$ cat config.mk
export PLATFORM = sky130hd
export DESIGN_NAME = decode_stage
export DESIGN_NICKNAME = d
export VERILOG_FILES = /design/src/rtl/decode_stage.sv
export SDC_FILE = /design/constraint.sdc
export NUM_CORES = 1
export LEC_CHECK = 0
export CORE_UTILIZATION = 48
export DETAILED_ROUTE_END_ITERATION = 10
export PLACE_DENSITY = 0.74
export SYNTH_ARGS = -nofsm -noshare
export SYNTH_HDL_FRONTEND = slang
export SYNTH_SLANG_ARGS = --single-unit
$ cat constraint.sdc
create_clock -name clk -period 6.4 [get_ports clk]
set_input_delay 1.6 -clock clk [delete_from_list [all_inputs] [get_ports clk]]
set_output_delay 1.6 -clock clk [all_outputs]
set_load 0.005 [all_outputs]
$ cat src/rtl/decode_stage.sv
// decode_stage: RV32I decode stage with a valid/ready handshake on both sides.
// Each accepted instruction is decoded combinationally and stored in a small
// in-order buffer. The decoded entry appears on out_* one cycle after acceptance.
//   clk, rst       : rising-edge clock and asynchronous active-high reset
//   flush          : synchronous; empties the buffer and drops a same-cycle input
//   in_valid/ready : input handshake; in_instr is the raw word, in_pc is its PC
//   out_valid/ready: output handshake for the head entry
//   out_*          : decoded fields of the head entry (0 while in reset)
// Parameters:
//   XLEN : immediate and PC width; only 32 or 64 are supported
//   SKID : 1 = 2-entry buffer with registered in_ready
//          0 = single output register with in_ready = !out_valid | out_ready
module decode_stage #(
  parameter int XLEN = 32,
  parameter bit SKID = 1'b1
) (
  input  logic            clk,
  input  logic            rst,
  input  logic            flush,
  input  logic            in_valid,
  output logic            in_ready,
  input  logic [31:0]     in_instr,
  input  logic [XLEN-1:0] in_pc,
  output logic            out_valid,
  input  logic            out_ready,
  output logic [XLEN-1:0] out_pc,
  output logic [6:0]      out_opcode,
  output logic [4:0]      out_rd,
  output logic [4:0]      out_rs1,
  output logic [4:0]      out_rs2,
  output logic [2:0]      out_fn3,
  output logic            out_fn7_5,
  output logic [XLEN-1:0] out_imm,
  output logic            out_illegal
);

  localparam logic [6:0] OP_R     = 7'b0110011;
  localparam logic [6:0] OP_IALU  = 7'b0010011;
  localparam logic [6:0] OP_LOAD  = 7'b0000011;
  localparam logic [6:0] OP_JALR  = 7'b1100111;
  localparam logic [6:0] OP_STORE = 7'b0100011;
  localparam logic [6:0] OP_BR    = 7'b1100011;
  localparam logic [6:0] OP_JAL   = 7'b1101111;
  localparam logic [6:0] OP_LUI   = 7'b0110111;
  localparam logic [6:0] OP_AUIPC = 7'b0010111;

  typedef struct packed {
    logic [XLEN-1:0] pc;
    logic [6:0]      opcode;
    logic [4:0]      rd;
    logic [4:0]      rs1;
    logic [4:0]      rs2;
    logic [2:0]      fn3;
    logic            fn7_5;
    logic [XLEN-1:0] imm;
    logic            illegal;
  } dec_t;

  // All immediates are first formed as 32-bit values, then sign-extended to XLEN.
  function automatic logic [XLEN-1:0] sext32(input logic [31:0] v);
    logic [63:0] w;
    w = {{32{v[31]}}, v};
    return w[XLEN-1:0];
  endfunction

  // ---------------- combinational decode ----------------
  dec_t       dec;
  logic [6:0] op;
  logic [2:0] f3;
  logic       ill;

  assign op = in_instr[6:0];
  assign f3 = in_instr[14:12];

  always_comb begin
    dec        = '0;
    dec.pc     = in_pc;
    dec.opcode = op;
    ill        = 1'b0;
    case (op)
      OP_R: begin
        dec.rd = in_instr[11:7]; dec.fn3 = f3;
        dec.rs1 = in_instr[19:15]; dec.rs2 = in_instr[24:20];
        dec.fn7_5 = in_instr[30];
      end
      OP_IALU, OP_LOAD, OP_JALR: begin
        dec.rd = in_instr[11:7]; dec.fn3 = f3; dec.rs1 = in_instr[19:15];
        dec.imm = sext32({{20{in_instr[31]}}, in_instr[31:20]});
        if (op == OP_LOAD) ill = (f3 == 3'd3) || (f3 >= 3'd6);
        if (op == OP_JALR) ill = (f3 != 3'd0);
      end
      OP_STORE: begin
        dec.fn3 = f3; dec.rs1 = in_instr[19:15]; dec.rs2 = in_instr[24:20];
        dec.imm = sext32({{20{in_instr[31]}}, in_instr[31:25], in_instr[11:7]});
        ill = (f3 >= 3'd3);
      end
      OP_BR: begin
        dec.fn3 = f3; dec.rs1 = in_instr[19:15]; dec.rs2 = in_instr[24:20];
        dec.imm = sext32({{19{in_instr[31]}}, in_instr[31], in_instr[7],
                          in_instr[30:25], in_instr[11:8], 1'b0});
        ill = (f3 == 3'd2) || (f3 == 3'd3);
      end
      OP_JAL: begin
        dec.rd = in_instr[11:7];
        dec.imm = sext32({{11{in_instr[31]}}, in_instr[31], in_instr[19:12],
                          in_instr[20], in_instr[30:21], 1'b0});
      end
      OP_LUI, OP_AUIPC: begin
        dec.rd = in_instr[11:7];
        dec.imm = sext32({in_instr[31:12], 12'b0});
      end
      default: ill = 1'b1;
    endcase
    // Illegal encodings carry only opcode and PC so downstream never sees junk.
    if (ill) begin
      dec         = '0;
      dec.pc      = in_pc;
      dec.opcode  = op;
      dec.illegal = 1'b1;
    end
  end

  // ---------------- in-order buffer ----------------
  // ent0 is always the head; ent1 holds a second entry only in SKID mode.
  dec_t       ent0_q, ent0_d, ent1_q, ent1_d;
  logic [1:0] cnt_q, cnt_d;
  logic       push, pop;

  assign out_valid = (cnt_q != 2'd0);
  assign push      = in_valid & in_ready;
  assign pop       = out_valid & out_ready;

  always_comb begin
    ent0_d = ent0_q;
    ent1_d = ent1_q;
    cnt_d  = cnt_q;
    if (flush) begin
      cnt_d = 2'd0;  // a same-cycle push is dropped
    end else begin
      case ({push, pop})
        2'b11: begin
          // Occupancy unchanged; the new entry lands behind whatever remains.
          if (cnt_q == 2'd2) begin
            ent0_d = ent1_q;
            ent1_d = dec;
          end else begin
            ent0_d = dec;
          end
        end
        2'b10: begin
          if (cnt_q == 2'd0) ent0_d = dec;
          else               ent1_d = dec;
          cnt_d = cnt_q + 2'd1;
        end
        2'b01: begin
          ent0_d = ent1_q;
          cnt_d  = cnt_q - 2'd1;
        end
        default: ;
      endcase
    end
  end

  always_ff @(posedge clk or posedge rst) begin
    if (rst) begin
      ent0_q <= '0;
      ent1_q <= '0;
      cnt_q  <= 2'd0;
    end else begin
      ent0_q <= ent0_d;
      ent1_q <= ent1_d;
      cnt_q  <= cnt_d;
    end
  end

  generate
    if (SKID) begin : g_skid
      // Registered ready: it looks at next-cycle occupancy, so the 2-entry
      // buffer absorbs the one extra beat a registered ready lets through.
      logic in_ready_q;
      always_ff @(posedge clk or posedge rst) begin
        if (rst) in_ready_q <= 1'b0;
        else     in_ready_q <= (cnt_d < 2'd2);
      end
      assign in_ready = in_ready_q;
    end else begin : g_reg
      assign in_ready = ~rst & (~out_valid | out_ready);
    end
  endgenerate

  assign out_pc      = ent0_q.pc;
  assign out_opcode  = ent0_q.opcode;
  assign out_rd      = ent0_q.rd;
  assign out_rs1     = ent0_q.rs1;
  assign out_rs2     = ent0_q.rs2;
  assign out_fn3     = ent0_q.fn3;
  assign out_fn7_5   = ent0_q.fn7_5;
  assign out_imm     = ent0_q.imm;
  assign out_illegal = ent0_q.illegal;

endmodule

---- Yosys cells after proc, flatten, opt, wreduce, memory -nomap -nowiden ----
Index checks and enable logic that the tools add are counted.
word-level totals
  register bits after elaboration ......... 185
  word-level logic and storage cells ...... 79
  output and inout port bits .............. 93
  input bits .............................. 69
cells by class
  magnitude comparators ................... 3
  eq/ne operators ......................... 18
  muxes and demuxes ....................... 18
  $add $sub $neg .......................... 2
  bitwise gates (word level) .............. 3
  reductions and logical operators ........ 15
operators by type and width
  cell                count
  $mux 91             4
  $pmux 91 s3         1
  $pmux 91 s2         1
  $pmux 32 s5         1
  $mux 52             1
  $eq 7x6->1 const B  3
  $eq 7x7->1 const B  3
  $mux 5              3
  $eq 7x5->1 const B  2
  $eq 7x2->1 const B  1
  $reduce_or 7->1     1
  $eq 2x2->1 const B  3
  $eq 3x2->1 const B  2
  $ne 2x2->1 const B  3
  $reduce_bool 3->1   2
  $reduce_or 3->1     2
  $reduce_or 6->1     1
  $pmux 1 s4          1
  $pmux 2 s2          1
  $reduce_and 4->1    1
  $reduce_bool 2->1   2
  $reduce_or 4->1     1
  $ge 3x2->1 const B  1
  $ge 3x3->1 const B  1
  13 further kinds    17

---- Longest topological paths before layout ----
Gate-level depths: netlist (run 1).
  depth in word-level cells ............... 8
  mapped depth ............................ 13
  mapped depth without buffers ............ 10

---- Least setup slack after synthesis (run 1) ----
Ideal clock, no wire load.
  path type ............................... in2reg
  start ................................... input out_ready
  end ..................................... register ent1_q[61] in the netlist's numbering
  cell stages on the path ................. 8
  arrival ................................. 3.336 ns
  path buffers ............................ 3
  setup slack ............................. 2.940 ns
  setup time .............................. 0.125 ns
  cells stage by stage .................... and2_1 inv_1 ha_1 clkbuf_1 o211ai_1 clkbuf_1 buf_2 mux2_2
between the ends
  word-level cells in the longest chain between the ends .. 4
  elaborated cells between the ends (all ways) .. 8
  classes of those cells .................. eq/ne (4); mux (1); bitwise (1); reduce/logical (2)
RTL lines
  what                                                                     RTL line  text
  start, declared                                                          25        input logic out_ready,
  $and 1x1->1 (*)                                                          131       assign pop = out_valid & out_ready;
  $eq 2x2->1                                                               140       case ({push, pop})
  $ne 2x2->1 (no source line) / $reduce_bool 2->1 (equally long branches)  -
  $reduce_and 4->1 (no source line)                                        -
  end signal, assigned                                                     171       ent1_q <= ent1_d;
  end, declared                                                            125       dec_t ent0_q, ent0_d, ent1_q, ent1_d;
Mark *: on every way between the ends. The rest lies on a longest branch, timed or not.
A chain may end at the register's enable or synchronous reset.

---- Final worst setup path (run 1) ----
  start ................................... input in_instr[5]
  end ..................................... register ent0_q (netlist bit out_imm[1])
between the ends
  word-level cells in the longest chain between the ends .. 7
  elaborated cells between the ends (all ways) .. 20
  classes of those cells .................. eq/ne (9); mux (8); reduce/logical (3)
RTL lines
  what                               RTL line  text
  start, declared                    22        input logic [31:0] in_instr,
  $eq 7x2->1                         80, 89
  $mux 1                             89        if (op == OP_LOAD) ill = (f3 == 3'd3) || (f3 >= 3'd6);
  $mux 1                             90        if (op == OP_JALR) ill = (f3 != 3'd0);
  $pmux 1 s4                         80        case (op)
  $mux 52 (*)                        115       if (ill) begin
  $mux 91, on equally long branches  151, 143
  $pmux 91 s3 (*)                    140
  end signal, assigned               170       ent0_q <= ent0_d;
  end, declared                      125
Mark *: on every way between the ends. The rest lies on a longest branch, timed or not. The select of a mux whose other input is x is not followed.

==> key figures, run 1 <==
GRT
  – Grt total ovfl: 0
  – First-pass GRT wire length: 41,100 um
  – Largest net degree at the start of global routing: 186
  – Global Route Usage Sum: 0.263
  – Initial antenna violation count: 0
  – Vias in the first global route: 7,707

STA
  – Clk_skew: 0.00630 ns
  – Max-Slew Margin vs Limit: 0.272
  – Slew @ Worst Pin: 1.09 ns
  – Max Fclk: 225 MHz
  – Min Tclk post-route: 4.45 ns
  – Final setup vio count: 0
  – Period Utilization, post-route: 0.695
  – WHS: 0.475 ns
  – Final Hold Fails: 0
  – Count of pins over their slew limit: 0
  – RSZ-0062 raised after global routing: false
  – Post-route setup TNS: 0 ns

Worst setup path
  – Crit Path Class: input pin to register
  – WP data required: 6.77 ns
  – Worst Setup SP: in_instr[5]
  – Kind of end point of the critical path: register
  – CP arrival: 4.82 ns
  – Crit path launch type: input pin
  – FF-to-FF setup slack: 2.72 ns
  – CP endpoint: out_imm[1]
  – CP max FO: 17
  – FF-to-FF path depth: 9
  – Reg-to-Reg End: out_imm[1]
  – R2r startpoint: cnt_q[0]

Power and ir drop
  – PwrDens: 404 mW/mm^2
  – Clock Power Share: 0.250
  – IR Drop Worst-Case VDD: 0.191 mV
  – Comb pwr share: 0.369
  – Int Power: 3.18 mW
  – Leakage power: 5.15 nW
  – Psw: 1.53 mW
  – Switching Share: 0.325
  – Part of the power in registers: 0.381

Hold path
  – Hold Path Class: register to register
  – Worst hold path startpoint: out_pc[24]

Clock network
  – CTS root buf: clkbuf_16
  – CTS max path bufs: 2
  – H-tree Lvls: 4
  – # hold bufs at CTS: 0
  – Postcts setup bufs: 0
  – CTS buffer count: 17
  – Clk sinks: 185
  – CTS tree: done
  – Clock latency at the later pin of the worst-skew pair: 0.43 ns
  – Clock slew at reported path FFs: 0.07 ns
  – # resized after CTS: 0

Layout
  – Share of cells above drive strength 1: 0.0934
  – Final non-filler cell total: 1,341
  – Final Util: 0.620
  – Antenna diode count: 0
  – Multi-input logic area: 0.00428 mm^2
  – Synth-to-Final Area Change: 25.6%
  – Layout net count: 1,142
  – Reg area: 0.00463 mm^2
  – Fin area: 0.0117 mm^2
  – # fillers: 1,550

Logic synthesis
  – Cell accounting for the most synthesized area: dfrtp_1
  – Post-synthesis cell count: 955
  – EDFF count, synth: 0
  – Yosys warns: 0
  – Synth Register Bits: 185
  – Syn Area/Cell: 9.73 um^2
  – Async SR Flop Fraction: 1.00
  – Synth Flop Type: dfrtp_1
  – Post-synthesis sequential area ratio: 0.498
  – Post-synth top area share: 0.498
  – Synthesized area: 0.00929 mm^2
  – Main area contributors after synthesis: dfrtp_1, nand2_1, mux2_2
  – Yosys cell types: 57
  – Post-Syn Nets: 1,028

Floorplan
  – Die height: 141 um
  – Chip width: 141 um
  – Initial Util: 0.493
  – Area of the core: 0.0188 mm^2
  – Num rows: 50
  – Die area: 0.0199 mm^2
  – I/O pins: 162

Drt
  – Total number of vias: 8,165
  – Number of DRC markers in iteration 0: 724
  – Drt pass-1 iters: 5
  – Post-Route WL: 25,700 um
  – Routed vias/inst: 6.09
  – Routed Antenna Nets: 0
  – DRC violations left: 0
  – WL per Instance: 19.2 um

Placement
  – DP Wirelength: 16,000 um
  – Placed Cells: 1,310
  – Dpl cell area: 0.0110 mm^2
  – Routability Congestion: 0.897
  – Number of port buffers: 161

Run status
  – Outcome: completed

Run
  – Max-cap violation count: 0
## critical path: stages
cell and delay, ns:
clkdlybuf4s50_1 0.72, or4_1 0.62, a21oi_2 0.30, or3_1 0.30, nand3_2 0.34, a21oi_2 0.65, o2111a_1 0.28
## power by group through the flow
stage,logic (mW),clock network [mW],registers [mW]
final,1.74,1.18,1.79
after global routing,1.89,1.24,1.84
after CTS,1.74,1.19,1.80
after detailed placement,1.74,0,1.81
after global placement,1.69,0,1.80
after floorplan,0.937,0,1.78
## placed cells by master (no fill, tap or decap), types with 4 or more instances in the layout
| cell | instances |
|---|---|
| nor3_2 | 8 |
| nor2_1 | 77 |
| bufinv_16 | 5 |
| ha_1 | 4 |
| a22o_1 | 23 |
| o31ai_1 | 4 |
| a22oi_1 | 4 |
| o211ai_1 | 4 |
| a31oi_1 | 12 |
| o22ai_1 | 12 |
| nor3_1 | 7 |
| buf_4 | 9 |
| mux2_2 | 39 |
| o311a_1 | 5 |
| and2_1 | 4 |
| a311oi_1 | 20 |
| nand3_1 | 8 |
| clkbuf_16 | 17 |
| a21oi_1 | 73 |
| a21o_1 | 34 |
| a211oi_1 | 27 |
| nand4_1 | 5 |
| inv_1 | 14 |
| o211a_1 | 17 |
| o21ai_0 | 52 |
| nor2b_1 | 17 |
| a221oi_1 | 42 |
| dfrtp_1 | 185 |
| nand2_1 | 133 |
| clkdlybuf4s50_1 | 161 |
| and3_1 | 5 |
## per-layer routing
metal  global-route usage  share of wire  vias up  wire length [um]
met5                    0              0        -                 0
met4               0.0852          0.016        0               415
met3               0.0554          0.080       32              2060
met2                0.406           0.47      353             11900
met1                0.368           0.44     4022             11300
li1                     -              -     3758                 -
## sequential cells by signal (all words and copies together), names as in the netlist, 2 cells and up
name,cells
ent1_q,91
out_fn3,3
out_opcode,7
out_imm,32
out_rs1,5
cnt_q,2
out_rd,5
out_rs2,5
out_pc,32
## kinds of logic (layout without fill, tap and decap cells)
family | Yosys count | count (layout) | synth area share
compound gates | 348 | 348 | 0.265
simple gates | 285 | 285 | 0.140
flops | 185 | 185 | 0.498
buf+inv | 92 | 218 | 0.0420
mux | 39 | 39 | 0.0473
fa+ha+maj | 4 | 4 | 0.00539
xor+xnor | 2 | 2 | 0.00189
## Yosys cell counts, types with 8 or more instances
cell and n:
nor3_2 8, o22ai_1 12, nand2_1 134, nor2b_1 18, a22o_1 23, a31oi_1 12, o21ai_0 52, o211a_1 17
a311oi_1 20, dfrtp_1 185, a21o_1 34, a21oi_1 74, clkbuf_1 56, mux2_2 39, a211oi_1 27, nand3_1 8
inv_1 15, buf_1 9, a221oi_1 42, nor2_1 77
## worst min path at each step
stage	to	slack, ns	cells past startpoint
after floorplan	ent1_q[12]	0.45	2
after global placement	out_pc[23]	0.46	1
after detailed placement	out_pc[24]	0.47	1
after CTS	out_pc[24]	0.48	1
after global routing	out_pc[24]	0.49	1
final	out_pc[24]	0.47	1
## per-stage QoR
stage	setup slack [ns]	total power [mW]
after detailed placement	1.56	3.55
final	1.95	4.71
after global routing	1.77	4.97
after CTS	2.01	4.73
after global placement	1.64	3.50
after floorplan	2.42	2.71
## area by class of cell
class,instances,area share
well taps,260,0.0279
repair buffers,172,0.147
inverters,15,0.00515
multi-input cells,678,0.367
flip-flops and latches,185,0.397
clock buffers,21,0.0395
clock inverters,10,0.0162
Power figures use the tool's default switching activity.
==> run 2: changes to the inputs <==
- CORE_UTILIZATION: 48 -> 53
- PLACE_DENSITY: 0.74 -> 0.77
- clock period: 6.4 -> 4.2 ns (I/O delays scaled with it)
==> run 2 against run 1 <==
Via count grew 1.7%; sequential cell count is the same; first-iteration DRC count shrank 5.5%; sequential share of layout area shrank 0.12 points; register-to-register slack lost 1.6 ns; sequential power grew 54%.
==> key figures, run 2 (synthesized netlist as in run 1, its figures left out) <==
GRT
  – Largest net degree at the start of global routing: 103 (-45%)
  – Vias in the first global route: 7,967 (+3.4%)
  – Global Route Usage Sum: 0.295 (+0.0326)
  – Grt total ovfl: 0 (unchanged)
  – First-pass GRT wire length: 41,800 um (+1.8%)
  – Initial antenna violation count: 0 (unchanged)

Drt
  – Routed Antenna Nets: 0 (unchanged)
  – DRC violations left: 0 (unchanged)
  – WL per Instance: 19.7 um (+2.8%)
  – Routed vias/inst: 6.25 (+2.6%)
  – Total number of vias: 8,301 (+1.7%)
  – Post-Route WL: 26,200 um (+1.8%)
  – Number of DRC markers in iteration 0: 684 (-5.5%)
  – Drt pass-1 iters: 5 (unchanged)

Worst setup path
  – Worst Setup SP: out_ready
  – WP data required: 4.52 ns (-2.25 ns)
  – R2r startpoint: cnt_q[0]
  – Kind of end point of the critical path: register
  – CP endpoint: out_imm[29]
  – CP max FO: 29 (+12)
  – Crit path launch type: input pin
  – Reg-to-Reg End: out_imm[29]
  – FF-to-FF setup slack: 1.08 ns (-1.64 ns)
  – Crit Path Class: input pin to register
  – CP arrival: 3.80 ns (-1.02 ns)
  – FF-to-FF path depth: 9 (unchanged)

Clock network
  – CTS max path bufs: 2 (unchanged)
  – CTS buffer count: 17 (unchanged)
  – Clk sinks: 185 (unchanged)
  – Clock slew at reported path FFs: 0.07 ns (about the same)
  – CTS root buf: clkbuf_16
  – # hold bufs at CTS: 0 (unchanged)
  – H-tree Lvls: 4 (unchanged)
  – Postcts setup bufs: 0 (unchanged)
  – Clock latency at the later pin of the worst-skew pair: 0.43 ns (about the same)
  – CTS tree: done
  – # resized after CTS: 0 (unchanged)

Placement
  – Setup WS pre-CTS: 0.327 ns (-1.24 ns)
  – Dpl cell area: 0.0112 mm^2 (+1.2%)
  – Routability Congestion: 0.865 (-3.5%)
  – Placed Cells: 1,297 (-0.99%)
  – Number of port buffers: 161 (unchanged)
  – DP Wirelength: 17,000 um (+6.5%)

STA
  – Setup slack of the critical path after layout: 0.719 ns (-1.23 ns)
  – Max-Slew Margin vs Limit: 0.262 (-0.0102)
  – Min Tclk post-route: 3.48 ns
  – Max Fclk: 287 MHz
  – Clk_skew: 0.00750 ns (+0.00119 ns)
  – RSZ-0062 raised after global routing: false
  – Final Hold Fails: 0 (unchanged)
  – Count of pins over their slew limit: 0 (unchanged)
  – Slew @ Worst Pin: 1.11 ns (+0.0153 ns)
  – Final setup vio count: 0 (unchanged)
  – WHS: 0.476 ns (+0.00174 ns)
  – Period Utilization, post-route: 0.829
  – Post-route setup TNS: 0 ns (unchanged)

Floorplan
  – Die height: 134 um (-4.8%)
  – Chip width: 134 um (-4.8%)
  – Initial Util: 0.541 (+0.0475)
  – Area of the core: 0.0172 mm^2 (-8.8%)
  – Num rows: 48 (-4.0%)
  – Die area: 0.0181 mm^2 (-9.3%)
  – I/O pins: 162 (unchanged)

Hold path
  – Hold Path Class: register to register

Layout
  – Most frequent cells in the layout: dfrtp_1, clkdlybuf4s50_1, nand2_1
  – Final Util: 0.681 (+0.0617)
  – Top reg by flops: ent1_q
  – Synth-to-Final Area Change: 26.0%
  – Final non-filler cell total: 1,329 (-0.89%)
  – Fin area: 0.0117 mm^2 (+0.30%)
  – Layout net count: 1,164 (+1.9%)
  – # fillers: 1,394 (-10%)
  – Commonest non-fill, non-tap cell in the layout: dfrtp_1
  – Antenna diode count: 0 (unchanged)
  – Max FFs per register: 91 (unchanged)
  – Share of cells above drive strength 1: 0.113 (+0.0198)

Power and ir drop
  – Tot Pwr: 6.95 mW (+48%)
  – IR Drop Worst-Case VDD: 0.349 mV (+82%)
  – PwrDens: 594 mW/mm^2 (+47%)
  – Leakage power: 5.20 nW (+0.97%)

Run status
  – Outcome: completed

Run
  – Max-cap violation count: 0 (unchanged)
## run 2: changes by cell type in the layout (fill, tap and decap cells not counted), sizes merged
cell,before,now
buf,11,33
clkinvlp,2,7
clkbuf,21,20
inv,17,16
bufinv,5,0
clkinv,1,4
## run 2: how the worst min path moves through the flow
stage | start | endpoint | depth (start not counted)
after floorplan | ent1_q[12] | ent1_q[12] | 2
after global placement | out_pc[17] | out_pc[17] | 1
after detailed placement | out_pc[18] | out_pc[18] | 1
after CTS | out_pc[18] | out_pc[18] | 1
after global routing | out_pc[18] | out_pc[18] | 1
final | out_pc[20] | out_pc[20] | 1
## run 2: final cells by class
class,instances,area [um^2],share of cell area
clock buffers,20,457,0.0390
clock inverters,12,93.8,0.00802
inverters,15,60.1,0.00513
multi-input cells,678,4280,0.366
flip-flops and latches,185,4630,0.396
well taps,225,282,0.0241
repair buffers,194,1900,0.162
## run 2: report_power, final
group	leakage [nW]	switching [mW]	internal (mW)	total, mW
logic	2.58	1.27	1.43	2.70
registers	2.37	0.380	2.37	2.75
clock network	0.251	0.711	0.793	1.50
## run 2: metal layers
metal  global-route usage  share of wire  vias to the layer above
met5                    0              0                        -
li1                     -              -                     3800
met4                0.117          0.028                        0
met2                0.469           0.47                      330
met3               0.0574          0.066                       57
met1                0.399           0.44                     4114
## run 2: worst max-delay path, stage by stage
cell and delay [ns]:
clkdlybuf4s50_1 0.45, and2_1 0.20, inv_1 0.08, ha_1 0.22
o21ai_0 0.24, nand2_4 0.35, a21oi_1 0.84, a31oi_1 0.18
o211a_1 0.18
==> run 3: changes to the inputs <==
- clock period: 4.2 -> 3.6 ns (I/O delays scaled with it)
==> run 3 against run 2 <==
Register-to-register slack lost 0.40 ns; core utilization grew 1.1 points; clock skew shrank 0.0016 ns; first-iteration DRC count grew 9.5%; die area is the same; cell area grew 1.6%; global-route usage grew 0.16 points; power grew 19%; count of clock-buffer cells in the layout is the same; sequential share of layout area shrank 0.64 points; worst setup slack lost 0.26 ns; combinational power grew 19%; largest cell class unchanged; largest power group is now combinational cells.
==> key figures, run 3 (synthesized netlist as in run 1, its figures left out) <==
Run status
  – Outcome: completed

Floorplan
  – I/O pins: 162 (unchanged)
  – Chip width: 134 um (unchanged)
  – Initial Util: 0.541 (unchanged)
  – Die height: 134 um (unchanged)
  – Num rows: 48 (unchanged)
  – Area of the core: 0.0172 mm^2 (unchanged)
  – Die area: 0.0181 mm^2 (unchanged)

Clock network
  – Clock latency at the later pin of the worst-skew pair: 0.43 ns (about the same)
  – CTS buffer count: 17 (unchanged)
  – Clock slew at reported path FFs: 0.06 ns (about the same)
  – CTS root buf: clkbuf_16
  – H-tree Lvls: 4 (unchanged)
  – # resized after CTS: 0 (unchanged)
  – CTS max path bufs: 2 (unchanged)
  – CTS tree: done
  – Postcts setup bufs: 0 (unchanged)
  – # hold bufs at CTS: 0 (unchanged)
  – Clk sinks: 185 (unchanged)

Placement
  – Number of port buffers: 161 (unchanged)
  – Routability Congestion: 0.918 (+6.1%)
  – DP Wirelength: 17,800 um (+4.7%)

Worst setup path
  – FF-to-FF path depth: 9 (unchanged)
  – R2r startpoint: cnt_q[0]
  – CP arrival: 3.46 ns (-0.34 ns)
  – Crit path launch type: input pin
  – Reg-to-Reg End: out_fn3[1]
  – Worst Setup SP: in_instr[4]
  – Crit Path Class: input pin to register
  – FF-to-FF setup slack: 0.68 ns (-0.40 ns)
  – Kind of end point of the critical path: register
  – Critical-path cell list: clkdlybuf4s50_1 > and4b_1 > o311ai_1 > o21ai_1 > nor3_1 > nor2b_1 > a211oi_1
  – WP data required: 3.92 ns (-0.60 ns)
  – CP endpoint: out_fn3[1]
  – Slowest stage cell, crit path: nor3_1
  – CP max FO: 11 (-62%)
  – Largest stage delay on the critical path: 0.87 ns (+0.03 ns)

Power and ir drop
  – Comb pwr share: 0.386 (-0.002)
  – Int Power: 5.58 mW (+22%)
  – Clock Power Share: 0.229 (+0.012)
  – Leakage power: 5.33 nW (+2.6%)
  – Psw: 2.71 mW (+15%)
  – Part of the power in registers: 0.385 (-0.010)
  – PwrDens: 696 mW/mm^2 (+17%)
  – Switching Share: 0.327 (-0.0129)
  – IR Drop Worst-Case VDD: 0.398 mV (+14%)
  – Tot Pwr: 8.28 mW (+19%)

STA
  – Post-route setup TNS: 0 ns (unchanged)
  – Count of pins over their slew limit: 0 (unchanged)
  – Period Utilization, post-route: 0.872
  – RSZ-0062 raised after global routing: false
  – WHS: 0.477 ns (+0.000646 ns)
  – Final setup vio count: 0 (unchanged)
  – Final Hold Fails: 0 (unchanged)
  – Max-Slew Margin vs Limit: 0.309 (+0.0470)
  – Min Tclk post-route: 3.14 ns
  – Slew @ Worst Pin: 1.03 ns (-0.0784 ns)
  – Clk_skew: 0.00593 ns (-0.00156 ns)
  – Max Fclk: 319 MHz

Layout
  – Layout net count: 1,184 (+1.7%)
  – Top reg by flops: ent1_q
  – Max FFs per register: 91 (unchanged)
  – # fillers: 1,377 (-1.2%)
  – Synth-to-Final Area Change: 28.1%
  – Antenna diode count: 0 (unchanged)
  – Reg area: 0.00463 mm^2 (unchanged)
  – Most frequent cells in the layout: dfrtp_1, clkdlybuf4s50_1, nand2_1
  – Commonest non-fill, non-tap cell in the layout: dfrtp_1
  – Share of cells above drive strength 1: 0.127 (+0.0141)
  – Multi-input logic area: 0.00428 mm^2 (unchanged)

Drt
  – DRC violations left: 0 (unchanged)
  – Routed Antenna Nets: 0 (unchanged)
  – Post-Route WL: 26,100 um (about the same)
  – Routed vias/inst: 6.21 (-0.60%)
  – WL per Instance: 19.4 um (-1.5%)
  – Number of DRC markers in iteration 0: 749 (+9.5%)
  – Drt pass-1 iters: 7 (+2)
  – Total number of vias: 8,369 (+0.82%)

GRT
  – Global Route Usage Sum: 0.297 (+0.00158)
  – Initial antenna violation count: 0 (unchanged)
  – Grt total ovfl: 0 (unchanged)
  – Vias in the first global route: 8,116 (+1.9%)
  – Largest net degree at the start of global routing: 131 (+27%)
  – First-pass GRT wire length: 42,100 um (+0.73%)

Hold path
  – Hold Path Class: register to register

Run
  – Max-cap violation count: 0 (unchanged)
==> run 3: cell count changes in the layout (fill, tap and decap cells not counted), sizes merged <==
| cell | before | now |
|---|---|---|
| buf | 33 | 53 |
| clkinvlp | 7 | 3 |
| bufinv | 0 | 3 |
==> run 3: power groups by stage <==
| stage | Sequential (mW) | Clock, mW | Combinational (mW) |
|---|---|---|---|
| floorplan | 3.16 | 0 | 1.67 |
| global placement | 3.20 | 0 | 3.12 |
| detailed placement | 3.22 | 0 | 3.19 |
| CTS | 3.19 | 1.93 | 3.20 |
| global route | 3.27 | 2.02 | 3.48 |
| finish | 3.19 | 1.90 | 3.20 |
==> run 3: layer usage <==
metal / track usage / routed length (um) / vias to the layer above
met5: 0 / 0 / -
met4: 0.117 / 647 / 0
met3: 0.0495 / 1810 / 53
met2: 0.475 / 12600 / 373
met1: 0.405 / 11100 / 4110
li1: - / - / 3833
==> run 3: cell type report <==
type / instances / share of cell area
flip-flops and latches: 185 / 0.389
multi-input cells: 678 / 0.360
repair buffers: 214 / 0.172
clock buffers: 20 / 0.0376
well taps: 225 / 0.0237
clock inverters: 11 / 0.0123
inverters: 15 / 0.00505
==> run 3: worst min path at each step <==
| stage | start | endpoint | slack, ns | cells after the start |
|---|---|---|---|---|
| finish | out_pc[18] | out_pc[18] | 0.48 | 1 |
| global route | out_pc[23] | out_pc[23] | 0.50 | 1 |
| CTS | out_pc[18] | out_pc[18] | 0.48 | 1 |
| detailed placement | out_pc[18] | out_pc[18] | 0.47 | 1 |
| global placement | out_pc[18] | out_pc[18] | 0.46 | 1 |
| floorplan | ent1_q[12] | ent1_q[12] | 0.45 | 2 |
==> run 3: critical path, delay by kind of cell <==
kind	cells	cell delay [ns]
AND/OR/NAND/NOR	3	1.25
AO/OA/AOI/OAI	3	0.57
buffers and inverters	1	0.74
==> run 3: metrics by stage <==
step / utilization / cell area, um^2 / setup WS (ns) / instances
6_report: 0.693 / 11900 / 0.462 / 1348
3_3_place_gp: 0.658 / 11300 / 0.184 / 1317
5_1_grt: 0.693 / 11900 / 0.344 / 1348
2_1_floorplan: - / 9290 / 0.321 / 955
4_1_cts: 0.693 / 11900 / 0.507 / 1348
3_5_place_dp: 0.658 / 11300 / 0.0803 / 1317
==> RTL change 1 (settings of run 2) <==
Change the parameter `SKID` from 1'b1 to 1'b0.
--- a/src/rtl/decode_stage.sv
+++ b/src/rtl/decode_stage.sv
@@ -13,5 +13,5 @@
 module decode_stage #(
   parameter int XLEN = 32,
-  parameter bit SKID = 1'b1
+  parameter bit SKID = 1'b0
 ) (
   input  logic            clk,
Check against the original RTL: not equivalent (Yosys sat finds a counterexample within 4 cycles, from zero or initial values and one cycle with rst high).
==> RTL change 1 against run 2 <==
Synthesized area is 1.4% higher. Setup slack worse by 0.021 ns. Sequential cell count is 1 lower. Register-to-register slack worse by 0.17 ns. Total power is 6.1% higher. Final area is 0.94% higher. Critical path depth is 2 higher. Routed wire length is 3.0% lower. Cell count is 2.2% lower.
==> RTL change 1: results (changes against run 2) <==
| Metric | Value |
|---|---|
| Yosys top cell area share | 48.90% (-0.93 points) |
| Detailed Route WL | 25,380 microns (-3.0%) |
| CP Data Arrival Time | 3.84 ns (+0.04 ns) |
| Post-placement cell count | 1,268 (-2.2%) |
| Syn Nets | 1,014 (-1.4%) |
| Vias in the first global route | 7,763 (-2.6%) |
| Tightest Pin Transition | 1.067 ns (-0.03976 ns) |
| Worst hold start | out_rd[1]$_DFFE_PP0P_ |
| Clock skew | 0.004256 ns (-0.003241 ns) |
| First-pass GRT wire length | 40,710 microns (-2.7%) |
| CP max stage delay | 0.68 ns (-0.16 ns) |
| FF-to-FF End | out_imm[15]$_DFFE_PP0P_ |
| WL met1 | 10,760 microns (-5.6%) |
| Final #Nets | 1,135 (-2.5%) |
| Met2 WL | 12,090 microns (-1.8%) |
| Vias/cell | 6.274 (+0.45%) |
| Syn Inst Count | 941 (-1.5%) |
| Sequential power | 0.00270 W (-2%) |
| Xor/xnor share of the synthesized area | 0.1860% (-0.0025 points) |
| Status | complete, no violations |
| Hold path depth | 2 (+1) |
| Worst vdd ir | 0.4272 mV (+22%) |
| Total GRT Usage | 28.29% (-1.2 points) |
| Largest net degree at the start of global routing | 185 (+80%) |
| Reg2Reg Setup Slack | 0.91 ns (-0.17 ns) |
| Post-synth top cells | dfrtp_1, nand2_1, nor2_1, a21oi_1, a221oi_1 |
| Post-synthesis compound-gate area fraction | 28.77% (+2.2 points) |
| Combinational power share | 39.6% (+0.8 points) |
| Worst Path Max Fanout | 23 (-21%) |
| Post-synthesis mux area share | 4.784% (+0.056 points) |
| Filler cells | 1,370 (-1.7%) |
| Post-DP HPWL | 16,370 microns (-4.0%) |
| Vias | 8,156 (-1.7%) |
| Min-Delay Endpoint | out_rd[1]$_DFFE_PP0P_ |
| Synth Area in Adders | 0.5316% (-0.0072 points) |
| Top cells by area, synth | dfrtp_1, a221oi_1, mux2_2, a21oi_1, nand2_1 |
| Crit path max-delay family | buffers and inverters |
| Layout cells sized above 1 | 12.37% (+1.0 points) |
| Sw frac | 34.52% (+0.56 points) |
| DRT iter0 DRCs | 563 (-18%) |
| GR Layer Usage met1 | 38.30% (-1.6 points) |
RTL change 1: changes by cell type after synthesis, sizes merged, moves of 9 or more:
cell | run 2 | this run
nor2 | 77 | 95
a21oi | 76 | 86
o21a | 2 | 12
nand2b | 3 | 12
a221oi | 42 | 67
o31ai | 4 | 18
a211oi | 27 | 13
nor3 | 15 | 6
o22ai | 12 | 0
buf | 21 | 32
nand2 | 134 | 111
nor2b | 18 | 4
RTL change 1: per-stage QoR:
step | area, sq um | hold slack (ns) | worst slack, ns
detailed placement | 11170 | 0.4687 | 0.2926
global placement | 11170 | 0.4597 | 0.4611
CTS | 11810 | 0.4868 | 0.7127
finish | 11810 | 0.4816 | 0.6974
floorplan | 9419 | 0.4508 | 0.7855
global route | 11810 | 0.4974 | 0.5603
RTL change 1: cell type report:
class,count,area share [%]
sequential,184,38.98
multi-input combinational,667,37.52
timing repair buffer,184,15.42
clock buffer,17,3.601
tap,225,2.383
clock inverter,15,1.811
inverter,8,0.2860
==> RTL change 2 (settings of run 2) <==
Without the edit above. Make the reset (`rst`) synchronous in 2 clocked blocks. Comments in the files are not updated.
--- a/src/rtl/decode_stage.sv
+++ b/src/rtl/decode_stage.sv
@@ -162,5 +162,5 @@
   end
 
-  always_ff @(posedge clk or posedge rst) begin
+  always_ff @(posedge clk) begin
     if (rst) begin
       ent0_q <= '0;
@@ -179,5 +179,5 @@
       // buffer absorbs the one extra beat a registered ready lets through.
       logic in_ready_q;
-      always_ff @(posedge clk or posedge rst) begin
+      always_ff @(posedge clk) begin
         if (rst) in_ready_q <= 1'b0;
         else     in_ready_q <= (cnt_d < 2'd2);
Function: differs if rst is asserted again (counterexample within 4 cycles, from zero or initial values and one cycle with rst high); with rst held inactive, the same outputs for 4 cycles.
==> RTL change 2 against run 2 <==
Setup slack better by 0.14 ns. Synthesized area fell by 3.4%. Utilization hardly changed. Via count up 8.6%. Routed wire length fell by 0.46%. Final area down 3.4%. Critical path depth is 1 lower. Count of clock-buffer cells in the layout down 1. Sequential cell count unchanged. Synthesized cell count rose by 16%. Worst hold slack worse by 0.021 ns. Fmax increased by 4.3%. Largest cell class is now multi-input gates.
Power is not compared: it rests on default switching activity, and its combinational part moved more than twofold at a synthesized area within 25%.
==> RTL change 2: results (changes against run 2) <==
| Metric | Value |
|---|---|
| Most flops, register | ent1_q |
| Mean Syn Cell Area | 8.079 sq um (-17%) |
| Antenna diodes | 0 (unchanged) |
| CTS root buf | clkbuf_16 |
| Post-DP HPWL | 16,510 microns (-3.1%) |
| Tightest Pin Transition | 1.011 ns (-0.09548 ns) |
| Hold Crit Class | reg2reg |
| I/O Buffers | 161 (unchanged) |
| TritonCTS buffer count | 17 (unchanged) |
| Worst vdd ir | 0.3252 mV |
| Sequential-to-total area share from yosys stat | 41.26% (-8.6 points) |
| Final #Nets | 1,291 (+11%) |
| Ys async rst share | 0% (-100 points) |
| Syn Nets | 1,184 (+15%) |
| Total GRT Usage | 30.18% (+0.64 points) |
| Unique cell type count in the Yosys netlist | 59 (+3.5%) |
| First-pass GRT wire length | 42,530 microns (+1.7%) |
| Filler cells | 1,401 (+0.50%) |
| Detailed Route WL | 26,040 microns (-0.46%) |
| Post-CTS Setup Inserts | 0 (unchanged) |
| CP max stage delay | 0.89 ns (+0.05 ns) |
| DRC Markers | 0 (unchanged) |
| Synth Warn # | 0 (unchanged) |
| Largest net degree at the start of global routing | 72 (-30%) |
| DRT iter0 DRCs | 760 (+11%) |
| Vias in the first global route | 8,392 (+5.3%) |
| Post-synth top cells | dfxtp_1, nand2_1, nor2_1, a21oi_1, clkbuf_1 |
| Top cells by area, synth | dfxtp_1, nand2_1, a21oi_1, a221oi_1, nor2_1 |
| Clock skew | 0.009016 ns (+0.001518 ns) |
| Status | complete, no violations |
| Max reg flops | 91 (unchanged) |
| Worst Path Max Fanout | 26 (-10%) |
| CTS resizes | 0 (unchanged) |
| CP Data Arrival Time | 3.63 ns (-0.17 ns) |
| R2R cell count | 11 (+2) |
| Hold path depth | 2 (+1) |
| Vias | 9,019 (+8.6%) |
| Layout cells sized above 1 | 8.367% (-3.0 points) |
| Worst-skew pair later-pin latency | 0.44 ns |
| Final RePlAce weighted congestion | 0.8431 (-2.6%) |
| Antenna violations before repair | 0 (unchanged) |
| Clk slew on worst S/H paths | 0.06 ns |
| Placement Cell Area | 10,690 sq um (-4.1%) |
| CP max-delay cell | clkdlybuf4s50_1 |
| Post-placement cell count | 1,419 (+9.4%) |
| Htree depth | 4 (unchanged) |
| Finished Layout Cells | 1,451 (+9.2%) |
| Switching pwr | 0.001025 W |
| Initial DRT Pass Iterations | 6 (+1) |
==> RTL change 2: changes by cell type in the layout (fill, tap and decap cells not counted), sizes merged, moves of 44 or more <==
cell / change
o21ai: -44
a22oi: +57
dfrtp: -185
nor2: +50
dfxtp: +185
a21oi: +46
==> RTL change 2: worst paths after layout <==
path / from / endpoint / slack [ns]
min reg2reg: ent1_q[89]$_SDFFE_PP0P_ / ent1_q[89]$_SDFFE_PP0P_ / 0.46
max: in_instr[6] / out_imm[3]$_SDFFE_PP0P_ / 0.86
min: ent1_q[89]$_SDFFE_PP0P_ / ent1_q[89]$_SDFFE_PP0P_ / 0.46
max reg2reg: cnt_q[0]$_SDFFE_PP0N_ / ent1_q[7]$_SDFFE_PP0P_ / 1.30
==> RTL change 2: logic make-up after synthesis <==
group,after synthesis,share of synthesized area (%)
AOI/OAI and AO/OA,397,32.38
and+or+nand+nor,385,18.94
DFF,185,41.26
buffers and inverters,136,6.454
adders and majority gates,4,0.5576
xor gates and xnor gates,3,0.2928
muxes,1,0.1115
==> RTL change 2: final cells by class <==
cell class,count,area [sq um],area share (%)
well taps,220,275.3,2.435
inverters,32,120.1,1.063
clock buffers,19,442.9,3.919
multi-input cells,790,4728,41.83
repair buffers,192,1867,16.52
flip-flops and latches,185,3704,32.77
clock inverters,13,166.4,1.472
==> RTL change 2: layer usage <==
layer | vias to the layer above | share of wire [%] | global-route usage, %
li1 | 4298 | - | -
met1 | 4252 | 43 | 39.81
met2 | 407 | 47 | 48.47
met3 | 62 | 7.3 | 5.498
met4 | 0 | 3.0 | 12.92
met5 | - | 0 | 0
==> RTL change 2: power by group through the flow <==
stage | Clock (W) | Combinational [W] | Sequential (W)
6_report | 0.00167 | 0.000519 | 0.00183
3_5_place_dp | 0 | 0.000514 | 0.00187
2_1_floorplan | 0 | 0.000269 | 0.00186
5_1_grt | 0.00176 | 0.000560 | 0.00183
4_1_cts | 0.00169 | 0.000517 | 0.00183
3_3_place_gp | 0 | 0.000507 | 0.00187
==> RTL change 2: critical path, delay by kind of cell <==
kind	cells	cell delay (ns)
AND/OR/NAND/NOR	2	0.67
buffers and inverters	2	1.33
AO/OA/AOI/OAI	4	0.57
==> RTL change 2: through the flow <==
stage	setup slack, ns	hold slack [ns]	total power (W)
6_report	0.8624	0.4553	0.004013
3_5_place_dp	0.5314	0.4463	0.002380
4_1_cts	0.9594	0.4549	0.004034
2_1_floorplan	1.297	0.4361	0.002133
5_1_grt	0.7413	0.4721	0.004151
3_3_place_gp	0.6204	0.4414	0.002373
